## src/rtl/store_write_buffer_if.sv

```systemverilog
// Cache-side and memory-side signal bundle for the posted store buffer.
// slave is the buffer's view; master is the cache/memory environment's view.
interface store_write_buffer_if #(
    parameter int ADDR_W = 32,
    parameter int DATA_W = 32
);
    logic              cache_read_request;
    logic              cache_write_request;
    logic [ADDR_W-1:0] cache_addr;
    logic [DATA_W-1:0] cache_write_data;
    logic              cache_response;
    logic [DATA_W-1:0] cache_read_data;
    logic              memory_read_request;
    logic              memory_write_request;
    logic [ADDR_W-1:0] memory_addr;
    logic [DATA_W-1:0] memory_write_data;
    logic              memory_response;
    logic [DATA_W-1:0] memory_read_data;
    logic              buffer_empty;

    modport slave (
        input  cache_read_request, cache_write_request, cache_addr, cache_write_data,
        input  memory_response, memory_read_data,
        output cache_response, cache_read_data,
        output memory_read_request, memory_write_request, memory_addr, memory_write_data,
        output buffer_empty
    );

    modport master (
        output cache_read_request, cache_write_request, cache_addr, cache_write_data,
        output memory_response, memory_read_data,
        input  cache_response, cache_read_data,
        input  memory_read_request, memory_write_request, memory_addr, memory_write_data,
        input  buffer_empty
    );
endinterface

```

## src/rtl/store_write_buffer.sv

```systemverilog
// Posted store buffer: stores are acked on enqueue and drained to memory in order;
// reads forward from the youngest buffered store or go to memory ahead of drains.
module store_write_buffer #(
    parameter int DEPTH  = 4,
    parameter int ADDR_W = 32,
    parameter int DATA_W = 32
) (
    input  logic                clk,
    input  logic                reset,
    store_write_buffer_if.slave bus
);
    localparam int PTR_W = $clog2(DEPTH);
    localparam int CNT_W = PTR_W + 1;

    typedef enum logic [1:0] {IDLE, DRAIN, READ, RESP} state_t;

    state_t            state_q, state_d;
    logic [PTR_W-1:0]  head_q, head_d, tail_q, tail_d;
    logic [CNT_W-1:0]  count_q, count_d;
    logic              cache_resp_q, cache_resp_d;
    logic [DATA_W-1:0] cache_rdata_q, cache_rdata_d;
    logic              mem_rd_q, mem_rd_d, mem_wr_q, mem_wr_d;
    logic [ADDR_W-1:0] mem_addr_q, mem_addr_d;
    logic [DATA_W-1:0] mem_wdata_q, mem_wdata_d;
    logic              empty_q, empty_d;

    logic [ADDR_W-1:0] fifo_addr_q [DEPTH];
    logic [DATA_W-1:0] fifo_data_q [DEPTH];

    logic              push, pop, rd_req, hit;
    logic [DATA_W-1:0] hit_data;
    logic [PTR_W-1:0]  idx;

    // Scan oldest to youngest so the last match is the youngest store.
    always_comb begin
        hit      = 1'b0;
        hit_data = '0;
        idx      = head_q;
        for (int unsigned i = 0; i < DEPTH; i++) begin
            idx = head_q + PTR_W'(i);
            if ((CNT_W'(i) < count_q) && (fifo_addr_q[idx] == bus.cache_addr)) begin
                hit      = 1'b1;
                hit_data = fifo_data_q[idx];
            end
        end
    end

    always_comb begin
        state_d       = state_q;
        head_d        = head_q;
        tail_d        = tail_q;
        count_d       = count_q;
        cache_resp_d  = 1'b0;
        cache_rdata_d = '0;
        mem_rd_d      = mem_rd_q;
        mem_wr_d      = mem_wr_q;
        mem_addr_d    = mem_addr_q;
        mem_wdata_d   = mem_wdata_q;

        pop    = (state_q == DRAIN) && bus.memory_response;
        push   = !cache_resp_q && bus.cache_write_request &&
                 ((count_q != CNT_W'(DEPTH)) || pop);
        rd_req = !cache_resp_q && bus.cache_read_request && !bus.cache_write_request &&
                 (state_q != READ) && (state_q != RESP);

        if (push) begin
            tail_d       = tail_q + PTR_W'(1);
            cache_resp_d = 1'b1;
        end
        if (pop) head_d = head_q + PTR_W'(1);
        if (push && !pop)      count_d = count_q + CNT_W'(1);
        else if (pop && !push) count_d = count_q - CNT_W'(1);

        if (rd_req && hit) begin
            cache_resp_d  = 1'b1;
            cache_rdata_d = hit_data;
        end

        case (state_q)
            IDLE: begin
                if (rd_req && !hit) begin
                    state_d    = READ;
                    mem_rd_d   = 1'b1;
                    mem_addr_d = bus.cache_addr;
                end else if (count_q != '0) begin
                    state_d     = DRAIN;
                    mem_wr_d    = 1'b1;
                    mem_addr_d  = fifo_addr_q[head_q];
                    mem_wdata_d = fifo_data_q[head_q];
                end
            end
            DRAIN: begin
                if (bus.memory_response) begin
                    state_d     = IDLE;
                    mem_wr_d    = 1'b0;
                    mem_addr_d  = '0;
                    mem_wdata_d = '0;
                end
            end
            READ: begin
                if (bus.memory_response) begin
                    state_d       = RESP;
                    mem_rd_d      = 1'b0;
                    mem_addr_d    = '0;
                    cache_resp_d  = 1'b1;
                    cache_rdata_d = bus.memory_read_data;
                end
            end
            RESP:    state_d = IDLE;
            default: state_d = IDLE;
        endcase

        empty_d = (count_d == '0) && !mem_wr_d;
    end

    always_ff @(posedge clk) begin
        if (!reset) begin
            state_q       <= IDLE;
            head_q        <= '0;
            tail_q        <= '0;
            count_q       <= '0;
            cache_resp_q  <= 1'b0;
            cache_rdata_q <= '0;
            mem_rd_q      <= 1'b0;
            mem_wr_q      <= 1'b0;
            mem_addr_q    <= '0;
            mem_wdata_q   <= '0;
            empty_q       <= 1'b1;
        end else begin
            state_q       <= state_d;
            head_q        <= head_d;
            tail_q        <= tail_d;
            count_q       <= count_d;
            cache_resp_q  <= cache_resp_d;
            cache_rdata_q <= cache_rdata_d;
            mem_rd_q      <= mem_rd_d;
            mem_wr_q      <= mem_wr_d;
            mem_addr_q    <= mem_addr_d;
            mem_wdata_q   <= mem_wdata_d;
            empty_q       <= empty_d;
        end
    end

    always_ff @(posedge clk) begin
        if (push) begin
            fifo_addr_q[tail_q] <= bus.cache_addr;
            fifo_data_q[tail_q] <= bus.cache_write_data;
        end
    end

    assign bus.cache_response       = cache_resp_q;
    assign bus.cache_read_data      = cache_rdata_q;
    assign bus.memory_read_request  = mem_rd_q;
    assign bus.memory_write_request = mem_wr_q;
    assign bus.memory_addr          = mem_addr_q;
    assign bus.memory_write_data    = mem_wdata_q;
    assign bus.buffer_empty         = empty_q;
endmodule
```

## src/flat_wrapper.sv

```systemverilog
// flat-port wrapper written by rule: the top's interface ports become plain ports
module store_write_buffer_flat 
#(
    parameter int DEPTH  = 4,
    parameter int ADDR_W = 32,
    parameter int DATA_W = 32
)
  (clk, reset, bus_cache_read_request, bus_cache_write_request, bus_cache_addr, bus_cache_write_data, bus_memory_response, bus_memory_read_data, bus_cache_response, bus_cache_read_data, bus_memory_read_request, bus_memory_write_request, bus_memory_addr, bus_memory_write_data, bus_buffer_empty);
  store_write_buffer_if #(.ADDR_W(ADDR_W), .DATA_W(DATA_W)) bus_i ();
  input  logic clk;
  input  logic reset;
  input wire logic [$bits(bus_i.cache_read_request)-1:0] bus_cache_read_request;
  input wire logic [$bits(bus_i.cache_write_request)-1:0] bus_cache_write_request;
  input wire logic [$bits(bus_i.cache_addr)-1:0] bus_cache_addr;
  input wire logic [$bits(bus_i.cache_write_data)-1:0] bus_cache_write_data;
  input wire logic [$bits(bus_i.memory_response)-1:0] bus_memory_response;
  input wire logic [$bits(bus_i.memory_read_data)-1:0] bus_memory_read_data;
  output wire logic [$bits(bus_i.cache_response)-1:0] bus_cache_response;
  output wire logic [$bits(bus_i.cache_read_data)-1:0] bus_cache_read_data;
  output wire logic [$bits(bus_i.memory_read_request)-1:0] bus_memory_read_request;
  output wire logic [$bits(bus_i.memory_write_request)-1:0] bus_memory_write_request;
  output wire logic [$bits(bus_i.memory_addr)-1:0] bus_memory_addr;
  output wire logic [$bits(bus_i.memory_write_data)-1:0] bus_memory_write_data;
  output wire logic [$bits(bus_i.buffer_empty)-1:0] bus_buffer_empty;
  assign bus_i.cache_read_request = bus_cache_read_request;
  assign bus_i.cache_write_request = bus_cache_write_request;
  assign bus_i.cache_addr = bus_cache_addr;
  assign bus_i.cache_write_data = bus_cache_write_data;
  assign bus_i.memory_response = bus_memory_response;
  assign bus_i.memory_read_data = bus_memory_read_data;
  assign bus_cache_response = bus_i.cache_response;
  assign bus_cache_read_data = bus_i.cache_read_data;
  assign bus_memory_read_request = bus_i.memory_read_request;
  assign bus_memory_write_request = bus_i.memory_write_request;
  assign bus_memory_addr = bus_i.memory_addr;
  assign bus_memory_write_data = bus_i.memory_write_data;
  assign bus_buffer_empty = bus_i.buffer_empty;
  store_write_buffer #(.DEPTH(DEPTH), .ADDR_W(ADDR_W), .DATA_W(DATA_W)) u_core (.clk(clk), .reset(reset), .bus(bus_i));
endmodule
```

## config.mk

```make
export PLATFORM = sky130hd
export DESIGN_NAME = store_write_buffer_flat
export DESIGN_NICKNAME = d
export VERILOG_FILES = /design/src/rtl/store_write_buffer_if.sv /design/src/rtl/store_write_buffer.sv /design/src/flat_wrapper.sv
export SDC_FILE = /design/constraint.sdc
export NUM_CORES = 1
export LEC_CHECK = 0
export BUFFER_PORTS_ARGS = -buffer_cell sky130_fd_sc_hd__buf_2
export CAP_MARGIN = 10
export CORE_MARGIN = 3
export CORE_UTILIZATION = 45
export DETAILED_ROUTE_END_ITERATION = 6
export PLACE_DENSITY = 0.6
export SLEW_MARGIN = 20
export SYNTH_ARGS = -nofsm -noshare
export SYNTH_HDL_FRONTEND = slang
export SYNTH_SLANG_ARGS = --single-unit
```

## constraint.sdc

```tcl
create_clock -name clk -period 5.9 [get_ports clk]
set_input_delay 1.18 -clock clk [delete_from_list [all_inputs] [get_ports clk]]
set_output_delay 1.18 -clock clk [all_outputs]
set_load 0.005 [all_outputs]
```

==> flow_metrics.env <==
export IMPL_outcome="finished clean"
export IMPL_placed_area_um2=23100
export IMPL_share_of_the_core_filled_with_cells_in_the_final_layout_pct=52.3
export IMPL_layout_commonest_cell="edfxtp_1"
export IMPL_drt_iter0_drc=1584
export IMPL_synth_largest_type_area_fraction_pct=35.3
export IMPL_number_of_enable_type_register_cells_in_the_synthesized_netlist=256
export IMPL_grt_pass1_wl_um=102000
export IMPL_num_vias=16400
export IMPL_post_synth_top_area_cell="edfxtp_1"
export IMPL_critical_path_startpoint_type="flip-flop"
export IMPL_die_area_um2=51000
export IMPL_post_route_min_period_ns=4.70
export IMPL_grt_antenna_before_repair=8
export IMPL_dpl_hpwl_um=45700
export IMPL_max_vdd_ir_drop_mv=0.272
export IMPL_crit_type="reg -> reg"
export IMPL_clock_tree_from_tritoncts="built"
export IMPL_antenna_left=0
export IMPL_path_max_fanout=56
export IMPL_period_share_pct=79.7
export IMPL_layout_filler_cells=4087
export IMPL_synth_area_um2=21800
export IMPL_globalplace_congestion=0.977
export IMPL_die_width_um=226
export IMPL_syn_to_final_growth_pct=13.4
export IMPL_crit_arrival_ns=5.23
export IMPL_grt_max_degree=82
export IMPL_clkTransAtPathRegs_ns=0.06
export IMPL_post_route_cells_drive_above_1_share_pct=25.5
export IMPL_cts_sinks=367
export IMPL_most_frequent_cell_on_critical_path="buf_4"
export IMPL_mostFrequentLayoutCells="edfxtp_1 (256), mux2i_1 (243), buf_2 (200)"
export IMPL_syn_mean_instance_area_um2=11.8
export IMPL_finalMaxSlewViolations=0
export IMPL_critical_path_cell_chain="buf_4 > mux4_2 > xnor2_1 > nand4_1 > or3_1 > o32a_1 > nand3_2 > o211ai_4 > buf_4 > mux2i_1"
export IMPL_worst_endpoint_required_ns=6.43
export IMPL_yosysSeqAreaShare_pct=45.6
export IMPL_synthesis_instances=1838
export IMPL_max_cap_violations=0
export IMPL_skew_ns=0.0341
export IMPL_setup_tns_ns=0
export IMPL_detail_route_drc_violations=0
export IMPL_cts_setup_buffers=0
export IMPL_power_leakage_nw=8.45
export IMPL_clk_path_buf_depth=3
export IMPL_first_pass_iters=5
export IMPL_vias_per_cell=6.31
export IMPL_ys_seq_elements=367
export IMPL_crit_path_top_delay_cell="o211ai_4"
export IMPL_finish_net_count=2071
export IMPL_cts_hold_repair_buffers=0
export IMPL_clock_latency_on_the_worst_skew_pair_ns=0.60
export IMPL_yosysWarningCount=0
export IMPL_critPathMaxStageDelay_ns=0.98
export IMPL_core_rowCount=79
export IMPL_synth_nets=1951
export IMPL_asyncSetResetFlopFracSynth_pct=0
export IMPL_setup_violations_final=0
export IMPL_final_hold_viol_count=0
export IMPL_setup_repair_after_global_routing_missed_its_margin="no"
export IMPL_resized_after_cts=0
export IMPL_start_util_pct=46.1
export IMPL_grt_pass1_vias=16300
export IMPL_achievable_frequency_ghz=0.213
export IMPL_htree_levels=2
export IMPL_grtUsageTotal_pct=26.4
export IMPL_core_area_um2=47100
export IMPL_grt_overflow=0
export IMPL_slew_headroom_pct=22.1
export IMPL_worst_hold_path_type="reg -> reg"
export IMPL_ys_top_cells_by_area="edfxtp_1 (35%), mux2i_1 (11%), mux4_2 (10%), dfxtp_1 (10%), xnor2_1 (3.7%)"
export IMPL_yosysUniqueCellTypes=76
export IMPL_tightest_slew_ns=1.16
export IMPL_i_o_pins=201
export IMPL_drt_wirelength_per_cell_um=26.1
export IMPL_synthFlopType="edfxtp_1"
export IMPL_fin_area_um2=24700
export IMPL_io_buffers=200
export IMPL_cts_made_buffers=44
export IMPL_dieHeight_um=226
export IMPL_timing_critical_path_to_type="flip-flop"
export IMPL_finalWirelength_um=68000
export IMPL_ctsRootBufferMaster="clkbuf_16"
export IMPL_powerDensity_nw_per_um2=358
per-stage QoR:
step / hold slack, ns / setup slack (ns) / power, mW / std cells
global route: 0.478 / 0.917 / 9.24 / 2602
CTS: 0.462 / 1.20 / 8.88 / 2601
detailed placement: 0.450 / 1.21 / 6.02 / 2519
floorplan: 0.454 / 2.07 / 5.10 / 1838
finish: 0.458 / 1.20 / 8.84 / 2604
global placement: 0.444 / 1.19 / 5.99 / 2519
worst paths after layout:
path | end | startpoint | cells past startpoint | slack, ns
hold reg to reg | u_core.bus.memory_write_data[25]$_SDFFE_PN0P_ | u_core.bus.memory_write_data[25]$_SDFFE_PN0P_ | 2 | 0.46
setup reg to reg | u_core.bus.memory_write_data[17]$_SDFFE_PN0P_ | u_core.head_q[0]$_SDFFE_PN0P_ | 10 | 1.20
setup / recovery | u_core.bus.memory_write_data[17]$_SDFFE_PN0P_ | u_core.head_q[0]$_SDFFE_PN0P_ | 10 | 1.20
hold / removal | u_core.bus.memory_write_data[25]$_SDFFE_PN0P_ | u_core.bus.memory_write_data[25]$_SDFFE_PN0P_ | 2 | 0.46
logic make-up after synthesis:
family,Yosys count,share of synthesized area [%]
AND/OR/NAND/NOR,384,8.10
XOR/XNOR,114,4.59
flip-flops,367,45.6
multiplexers,410,25.1
buffers and inverters,211,4.45
AO/OA/AOI/OAI,340,11.6
adder cells (fa/ha/maj),12,0.690
critical path, delay by kind of cell, from the launching register on:
kind / cells / cell delay [ns]
flip-flops: 1 / 0.95
multiplexers: 2 / 0.78
AND/OR/NAND/NOR: 3 / 0.54
XOR/XNOR: 1 / 0.14
buffers and inverters: 2 / 0.94
AO/OA/AOI/OAI: 2 / 1.20
registers in the layout, summed over array words and instances (netlist names), named ones only:
| register | cells |
|---|---|
| u_core.bus.buffer_empty | 1 |
| u_core.bus.cache_read_data | 32 |
| u_core.bus.cache_response | 1 |
| u_core.bus.memory_addr | 32 |
| u_core.bus.memory_read_request | 1 |
| u_core.bus.memory_write_data | 32 |
| u_core.bus.memory_write_request | 1 |
| u_core.count_q | 3 |
| u_core.fifo_addr_q | 128 |
| u_core.fifo_data_q | 128 |
| u_core.head_q | 2 |
| u_core.state_q | 2 |
| u_core.tail_q | 2 |
layer usage:
metal / global-route usage [%] / vias up / wire length, um
li1: - / 7312 / -
met1: 37.5 / 8327 / 29600
met2: 41.4 / 666 / 31600
met3: 5.54 / 114 / 5200
met4: 7.07 / 10 / 1530
met5: 0 / - / 59
cells in the mapped netlist, types with 5 or more instances:
master     number
mux2_2         66
o21ai_0        41
inv_1          43
a2111oi_0       7
and3_1         12
o31a_1         15
nor3_1         11
xnor2_1        93
xor2_1         21
mux4_2        101
edfxtp_1      256
a221oi_1       32
a211o_1         5
buf_4          11
a32o_1         15
nor2_1         85
o22ai_1        22
a211oi_1        7
ha_1           12
nand3_1        33
o221ai_1       48
o21a_1         21
buf_2          34
buf_1          22
o2bb2ai_1       7
nand4_1        13
nor4_1          9
buf_6          12
nor2b_1         9
clkbuf_1       88
and2_1         15
o21ai_1        33
mux2i_1       243
nand2_1       169
a31oi_1         7
dfxtp_1       111
a21oi_1        35
nand2b_1       12
final cells by class:
class / instances / area [um2] / area share [%]
Clock buffer: 55 / 1200 / 4.88
Sequential cell: 367 / 9920 / 40.2
Timing Repair Buffer: 242 / 1350 / 5.45
Tap cell: 607 / 759 / 3.08
Antenna cell: 3 / 7.51 / 0.0304
Inverter: 43 / 161 / 0.654
Multi-Input combinational cell: 1260 / 10900 / 44.3
Clock inverter: 27 / 328 / 1.33
report_power, final:
| part | internal [mW] | switching (mW) | leakage, nW |
|---|---|---|---|
| Combinational | 1.07 | 1.47 | 4.45 |
| Clock | 1.72 | 1.13 | 0.753 |
| Sequential | 3.13 | 0.317 | 3.25 |
| Total | 5.93 | 2.92 | 8.45 |
No activity file was read; power rests on OpenSTA's default activity.
